==> config.mk <==
export PLATFORM = sky130hd
export DESIGN_NAME = forwarding_hazard_unit
export DESIGN_NICKNAME = d
export VERILOG_FILES = /design/src/rtl/forwarding_hazard_unit.sv
export SDC_FILE = /design/constraint.sdc
export NUM_CORES = 1
export LEC_CHECK = 0
export CAP_MARGIN = 15
export CORE_MARGIN = 2
export CORE_UTILIZATION = 25
export DETAILED_ROUTE_END_ITERATION = 8
export HOLD_SLACK_MARGIN = 0.03
export PLACE_DENSITY_LB_ADDON = 0.3
export SYNTH_ARGS = -nofsm -noshare
export SYNTH_HDL_FRONTEND = slang
export SYNTH_SLANG_ARGS = --single-unit
==> constraint.sdc <==
create_clock -name clk -period 3.7 [get_ports clk]
set_clock_uncertainty 0.15 [all_clocks]
set_input_delay 0.74 -clock clk [delete_from_list [all_inputs] [get_ports clk]]
set_output_delay 0.74 -clock clk [all_outputs]
set_load 0.05 [all_outputs]
==> src/rtl/forwarding_hazard_unit.sv <==
// Operand forwarding selects plus load-use stall / taken-branch flush control
// for a classic 5-stage pipeline, with saturating stall and flush statistics.
module forwarding_hazard_unit #(
    parameter int ADDR_W  = 5,
    parameter int NUM_SRC = 2,
    parameter int MEM_LAT = 0,
    parameter int CNT_W   = 16
) (
    input  logic                        clk,
    input  logic                        rst_n,
    input  logic [NUM_SRC*ADDR_W-1:0]   ars_id,
    input  logic [NUM_SRC*ADDR_W-1:0]   ars_ex,
    input  logic [ADDR_W-1:0]           ard_id_ex,
    input  logic                        regwrite_id_ex,
    input  logic                        memread_id_ex,
    input  logic [ADDR_W-1:0]           ard_ex_mem,
    input  logic [ADDR_W-1:0]           ard_mem_wb,
    input  logic                        regwrite_ex_mem,
    input  logic                        regwrite_mem_wb,
    input  logic                        branch_taken,
    output logic [2*NUM_SRC-1:0]        forward,
    output logic                        stall_if,
    output logic                        stall_id,
    output logic                        bubble_ex,
    output logic                        flush_id,
    output logic                        flush_ex,
    output logic [CNT_W-1:0]            stall_cnt,
    output logic [CNT_W-1:0]            flush_cnt
);

    typedef enum logic [0:0] {
        IDLE  = 1'b0,
        STALL = 1'b1
    } state_t;

    localparam logic [ADDR_W-1:0] ZERO_ADDR = {ADDR_W{1'b0}};
    localparam logic [2:0]        LAT_INIT  = 3'(MEM_LAT);
    localparam bit                HAS_LAT   = (MEM_LAT > 0);
    localparam logic [CNT_W-1:0]  CNT_MAX   = {CNT_W{1'b1}};
    localparam logic [CNT_W-1:0]  CNT_ONE   = {{(CNT_W-1){1'b0}}, 1'b1};

    state_t      state_r;
    state_t      state_nxt_s;
    logic [2:0]  wait_cnt_r;
    logic [2:0]  wait_nxt_s;
    logic        lu_s;
    logic        stall_s;
    logic        flush_s;
    logic [CNT_W-1:0] stall_cnt_r;
    logic [CNT_W-1:0] flush_cnt_r;

    // Counter holds at all-ones instead of wrapping.
    function automatic logic [CNT_W-1:0] sat_inc(input logic [CNT_W-1:0] val, input logic en);
        logic [CNT_W-1:0] res;
        if (en && (val != CNT_MAX)) begin
            res = val + CNT_ONE;
        end else begin
            res = val;
        end
        return res;
    endfunction

    // Per-slot forwarding select; the younger EX/MEM result wins over MEM/WB.
    always_comb begin
        forward = {(2*NUM_SRC){1'b0}};
        for (int i = 0; i < NUM_SRC; i++) begin
            if (regwrite_ex_mem && (ard_ex_mem != ZERO_ADDR) &&
                (ard_ex_mem == ars_ex[i*ADDR_W +: ADDR_W])) begin
                forward[2*i +: 2] = 2'b10;
            end else if (regwrite_mem_wb && (ard_mem_wb != ZERO_ADDR) &&
                         (ard_mem_wb == ars_ex[i*ADDR_W +: ADDR_W])) begin
                forward[2*i +: 2] = 2'b01;
            end else begin
                forward[2*i +: 2] = 2'b00;
            end
        end
    end

    // Load-use detection: a load in EX whose destination feeds any decode source.
    always_comb begin
        lu_s = 1'b0;
        for (int i = 0; i < NUM_SRC; i++) begin
            lu_s = lu_s | (ars_id[i*ADDR_W +: ADDR_W] == ard_id_ex);
        end
        lu_s = lu_s & memread_id_ex & regwrite_id_ex & (ard_id_ex != ZERO_ADDR);
    end

    // Hazard FSM next-state; a taken branch overrides any stall in progress.
    always_comb begin
        stall_s     = 1'b0;
        flush_s     = 1'b0;
        state_nxt_s = state_r;
        wait_nxt_s  = wait_cnt_r;
        if (branch_taken) begin
            flush_s     = 1'b1;
            state_nxt_s = IDLE;
            wait_nxt_s  = 3'd0;
        end else begin
            case (state_r)
                IDLE: begin
                    if (lu_s && HAS_LAT) begin
                        stall_s     = 1'b1;
                        state_nxt_s = STALL;
                        wait_nxt_s  = LAT_INIT;
                    end else begin
                        stall_s     = lu_s;
                        state_nxt_s = IDLE;
                        wait_nxt_s  = 3'd0;
                    end
                end
                STALL: begin
                    stall_s    = 1'b1;
                    wait_nxt_s = wait_cnt_r - 3'd1;
                    if (wait_cnt_r == 3'd1) begin
                        state_nxt_s = IDLE;
                    end else begin
                        state_nxt_s = STALL;
                    end
                end
                default: begin
                    state_nxt_s = IDLE;
                    wait_nxt_s  = 3'd0;
                end
            endcase
        end
    end

    // Control outputs are forced low while reset is held.
    always_comb begin
        stall_if  = rst_n & stall_s;
        stall_id  = rst_n & stall_s;
        bubble_ex = rst_n & stall_s;
        flush_id  = rst_n & flush_s;
        flush_ex  = rst_n & flush_s;
        stall_cnt = stall_cnt_r;
        flush_cnt = flush_cnt_r;
    end

    // State, wait counter and statistics registers.
    always_ff @(posedge clk or negedge rst_n) begin
        if (!rst_n) begin
            state_r     <= IDLE;
            wait_cnt_r  <= 3'd0;
            stall_cnt_r <= {CNT_W{1'b0}};
            flush_cnt_r <= {CNT_W{1'b0}};
        end else begin
            state_r     <= state_nxt_s;
            wait_cnt_r  <= wait_nxt_s;
            stall_cnt_r <= sat_inc(stall_cnt_r, stall_if);
            flush_cnt_r <= sat_inc(flush_cnt_r, flush_ex);
        end
    end

endmodule

# Yosys cells after proc, flatten, opt, wreduce, memory -nomap -nowiden
# Cells that the tools add are included.
# totals
reg_bits,36
out_inout_bits,41
elab_cells,46
# classes
n_addsub,3
n_eq_ne,9
mux,12
n_bitwise,7
reduce_logical,11
# op_table
op,n
16-bit by 1-bit adder with 16-bit output (second input constant),2
16-bit inequality test (second input constant),2
5-bit == test,6
5-bit nonzero test,3
1-bit logical AND,8
1-bit two-way mux,6
3-bit one-hot mux with 2 select lines,1
1-bit bitwise AND,5
2-bit two-way mux,2
1-bit one-hot mux with 2 select lines,2
3-bit by 1-bit == test with 1-bit output (second input constant),1
3-bit two-way mux,1
3-bit by 1-bit subtractor with 3-bit output (second input constant),1
1-bit NOT,1
1-bit OR,1

# Logic depth before layout (Yosys ltp)
# Gate-level depths: netlist of run 1.
# depth
word_depth,9
mapped_depth,8

# Least setup slack after synthesis of run 1
# Ideal clock, no wire load.
# synth_timing
path_type,input to output
start,in ard_ex_mem[1]
end,out forward[0]
arrival_time_ps,3317
required_ps,2810
path_slack_ps,-507
path_stages,4
n_path_buf,0
cell_sequence,or4_1 > o21ai_0 > nor4_1 > nor4_1
# synth_via
elab_chain_cells,4
elab_cells_between_ends,5
classes_between,eq/ne (1); mux (1); reduce/logical (3)
# synth_rtl
element,line,text
start: declaration,16,"input logic [ADDR_W-1:0] ard_ex_mem,"
5-bit nonzero test,67,if (regwrite_ex_mem && (ard_ex_mem != ZERO_ADDR) &&
1-bit logical AND,67,
1-bit logical AND (*),67,
2-bit two-way mux (*),67,
end: declaration,21,"output logic [2*NUM_SRC-1:0] forward,"
# Every way passes the cells marked *; elsewhere a longest branch is shown, timed or not.

# Worst setup path in the final report of run 1
# Ends and elaborated chain as after synthesis.

==> results.md, run 1 <==
- Status: complete, no violations
- # setup viols final: 0
- Core box area: roughly 0.0082 sq mm
- Switching power: between 0.0004 and 0.0005 W
- Worst-Skew Late Latency: slightly below 300 ps
- Sink Count: 36
- Mux contribution to synthesized area: under 10%
- Largest fanout on the critical path: 3
- Comb power frac: around 35%
- Die area: between 0.009 and 0.01 sq mm
- Required @ worst endpoint: 2810 ps
- GP Congestion: slightly below 0.8
- DPL Wire Length: 4253 microns
- Synthesized instance count: about 210
- Via count: ~1,800
- Die Height: 96.24 microns
- Max-Cap Viols: 0
- Total grt overflow: 0
- Setup slack after layout: approximately 180 ps
- Arrival time of the worst setup path: 2630 ps
- Worst VDD drop: between 0.3 and 0.4 mV
- Row count: 33
- Top FF cell, synth: dfrtp_1
- RSZ-0062 raised after global routing: false
- Nets@finish: 341
- Initial antenna violation count: 0
- Area of the mapped netlist: roughly 0.0021 sq mm
- Vias in the first global route: roughly 1,800
- Adder-Cell Fraction of Synth Area: between 2 and 2.5%
- Global-route wire length before repair: about 8400 microns
- Total Routed Length: about 5400 microns
- Setup TNS: 0 ps
- Most frequent cell after synthesis: dfrtp_1
- Via density: 4.538
- DRC Markers: 0
- Drt first pass iters: 6
- Sequential power share: between 40 and 50%
- Seq/Total Area, Yosys: between 40 and 50%
- GRT Overall Usage: 11.79%
- Clk Tree Root Cell: clkbuf_8
- CP Class: input port to primary output
- Crit. Startpoint: ard_ex_mem[1]
- FF-to-FF Start: stall_cnt[0]$_DFFE_PN0P_
- Fmax: between 200 and 300 MHz
- Top cells by count, synth: dfrtp_1, xor2_1, xnor2_1
- Clock power frac: a little under a quarter
- Switching share of power: a little under two fifths
- Flip-flop and latch area: around 900 sq um
- Post-CTS sizing: 0
- Tmin final: approximately 3500 ps
- Worst hold slack: roughly 150 ps
- Maximum buffer depth of the clock tree: 2
- Main combinational cell family by area after synthesis: XOR/XNOR gates
- Post-route ant nets: 0
- Largest net degree at the start of global routing: 31
- CTS Hold Bufs: 0
- Synth top area share: between 40 and 50%
- Finished Core Util: approximately 39%
- Synth top area cells: dfrtp_1, xor2_1, xnor2_1, nand3_1, ha_1
- Post-synth EDFFs: 0
- Leak: 1.345 nW
- Max-slew headroom: a little under two thirds
- Fillers: 834
- Yosys reg bits: 36
- Pre-CTS setup slack: between 150 and 200 ps
- Multi-input gate area: 0.001184 sq mm
- Startpoint Class: input port
- I/O pins: slightly above 80
- Horiz. Die Dim: approximately 96 microns
- Layout cell share with drive strength beyond 1: approximately 11%
- Worst reg2reg path depth: 7
- Synthesized Nets: 254
- Clock slew at reported path FFs: around 70 ps
- DRT iter0 DRCs: 44
- Per-cell routed wire length: 13.58 microns
- Synthesis Warnings: 0
- Crit share post-route: 95.21%
- Htree depth: 2
- TritonCTS buffer count: 5
- Internal power: around 0.00072 W
- # port buffers: 82
- Async S/R FF share, synth: 100.0%
- Final Hold Vio Count: 0
- CTS tree: yes
- Synth cell types: 34
- Setup Buffers After CTS: 0
- Power Total: roughly 0.0011 W
- Synth Area in XOR/XNOR: roughly 25%
- Pwr/cell area: between 300 and 400 mW/mm^2
- CP Capture Type: primary output
- Top cell type by total area after synthesis: dfrtp_1
- Worst-margin pin slew: approximately 550 ps
- Layout Area Growth over Synthesis: 50.53%
- Syn Area/Cell: between 10 and 15 sq um
- Starting density of the core: approximately a quarter
- Final slew viol count: 0
- Synth Area in Compound Gates: roughly 4.1%
- Post-synthesis simple-gate area fraction: between 20 and 25%
- Hold Path Class: input port to async pin
- Ant. Diodes: 0
sequential cells by signal, summed over array words and instances, names as in the netlist:
signal	flops
flush_cnt	16
stall_cnt	16
state_r	1
wait_cnt_r	3
power groups by stage:
stage | clock (W) | sequential, W | combinational, W
2_1_floorplan | 0 | 0.000612 | 0.000104
3_3_place_gp | 0 | 0.000488 | 0.000396
3_5_place_dp | 0 | 0.000488 | 0.000399
4_1_cts | 0.000274 | 0.000483 | 0.000400
5_1_grt | 0.000293 | 0.000491 | 0.000419
6_report | 0.000263 | 0.000483 | 0.000395
worst paths after layout:
| path | end | slack (ps) |
|---|---|---|
| max | forward[0] | 180 |
| min | stall_cnt[14]$_DFFE_PN0P_ | 150 |
| min in group clk | wait_cnt_r[0]$_DFF_PN0_ | 310 |
| max in group asynchronous | stall_cnt[1]$_DFFE_PN0P_ | 2590 |
| max reg2reg | stall_cnt[1]$_DFFE_PN0P_ | 1450 |
| min reg2reg | wait_cnt_r[0]$_DFF_PN0_ | 310 |
per-layer routing:
layer  global-route usage [%]  routed length, microns  part of all wire, %  vias to the layer above
met3                    3.994                     525                  9.7                        7
met5                        0                       0                    0                        -
li1                         -                       -                    -                      891
met1                    13.36                    2366                   44                      847
met2                    20.43                    2448                   45                       70
met4                    4.405                      89                  1.6                        0
worst max-delay path, stage by stage:
cell             delay, ps
clkdlybuf4s50_1        480
or4_1                  540
o21ai_0                310
nor4_2                 120
nor4_2                 260
buf_12                 180
kinds of logic (layout without fill, tap and decap cells):
kind of cell,after synthesis,count (layout)
XOR/XNOR,59,59
AO/OA/AOI/OAI,10,10
adder cells (fa/ha/maj),4,4
flip-flops,36,36
AND/OR/NAND/NOR,85,85
buffers and inverters,12,99
multiplexers,2,2
cell usage in the layout (no fill, tap or decap), drive strengths merged, types with 3 or more instances in the layout:
master         instances
a21oi                  4
and3                   6
buf                   14
clkbuf                 6
clkdlybuf4s50         72
dfrtp                 36
ha                     4
inv                    6
nand2                 13
nand2b                 3
nand3                 15
nand4                  7
nor2                  10
nor3                  11
nor4                   8
or4                    5
xnor2                 29
xor2                  30
cell type report:
| class | instances | share of cell area (%) |
|---|---|---|
| Inverter | 6 | 0.7034 |
| Timing Repair Buffer | 86 | 27.67 |
| Clock inverter | 1 | 0.1563 |
| Sequential cell | 36 | 28.14 |
| Tap cell | 105 | 4.103 |
| Clock buffer | 6 | 2.267 |
| Multi-Input combinational cell | 160 | 36.97 |
stage by stage:
| step | area [sq um] | cells |
|---|---|---|
| after global routing | 3202 | 400 |
| after global placement | 3124 | 393 |
| after floorplan | 2152 | 208 |
| final | 3202 | 400 |
| after CTS | 3202 | 400 |
| after detailed placement | 3124 | 393 |
No activity file was read; power rests on OpenSTA's default activity.
==> run 2, diff against run 1 <==
--- a/config.mk
+++ b/config.mk
@@ -11,6 +11,7 @@
 export DETAILED_ROUTE_END_ITERATION = 8
 export HOLD_SLACK_MARGIN = 0.03
 export PLACE_DENSITY_LB_ADDON = 0.3
+export SLEW_MARGIN = 40
 export SYNTH_ARGS = -nofsm -noshare
 export SYNTH_HDL_FRONTEND = slang
 export SYNTH_SLANG_ARGS = --single-unit
==> results of run 2 <==
The final DEF is identical to that of run 1; final timing and power are the same.
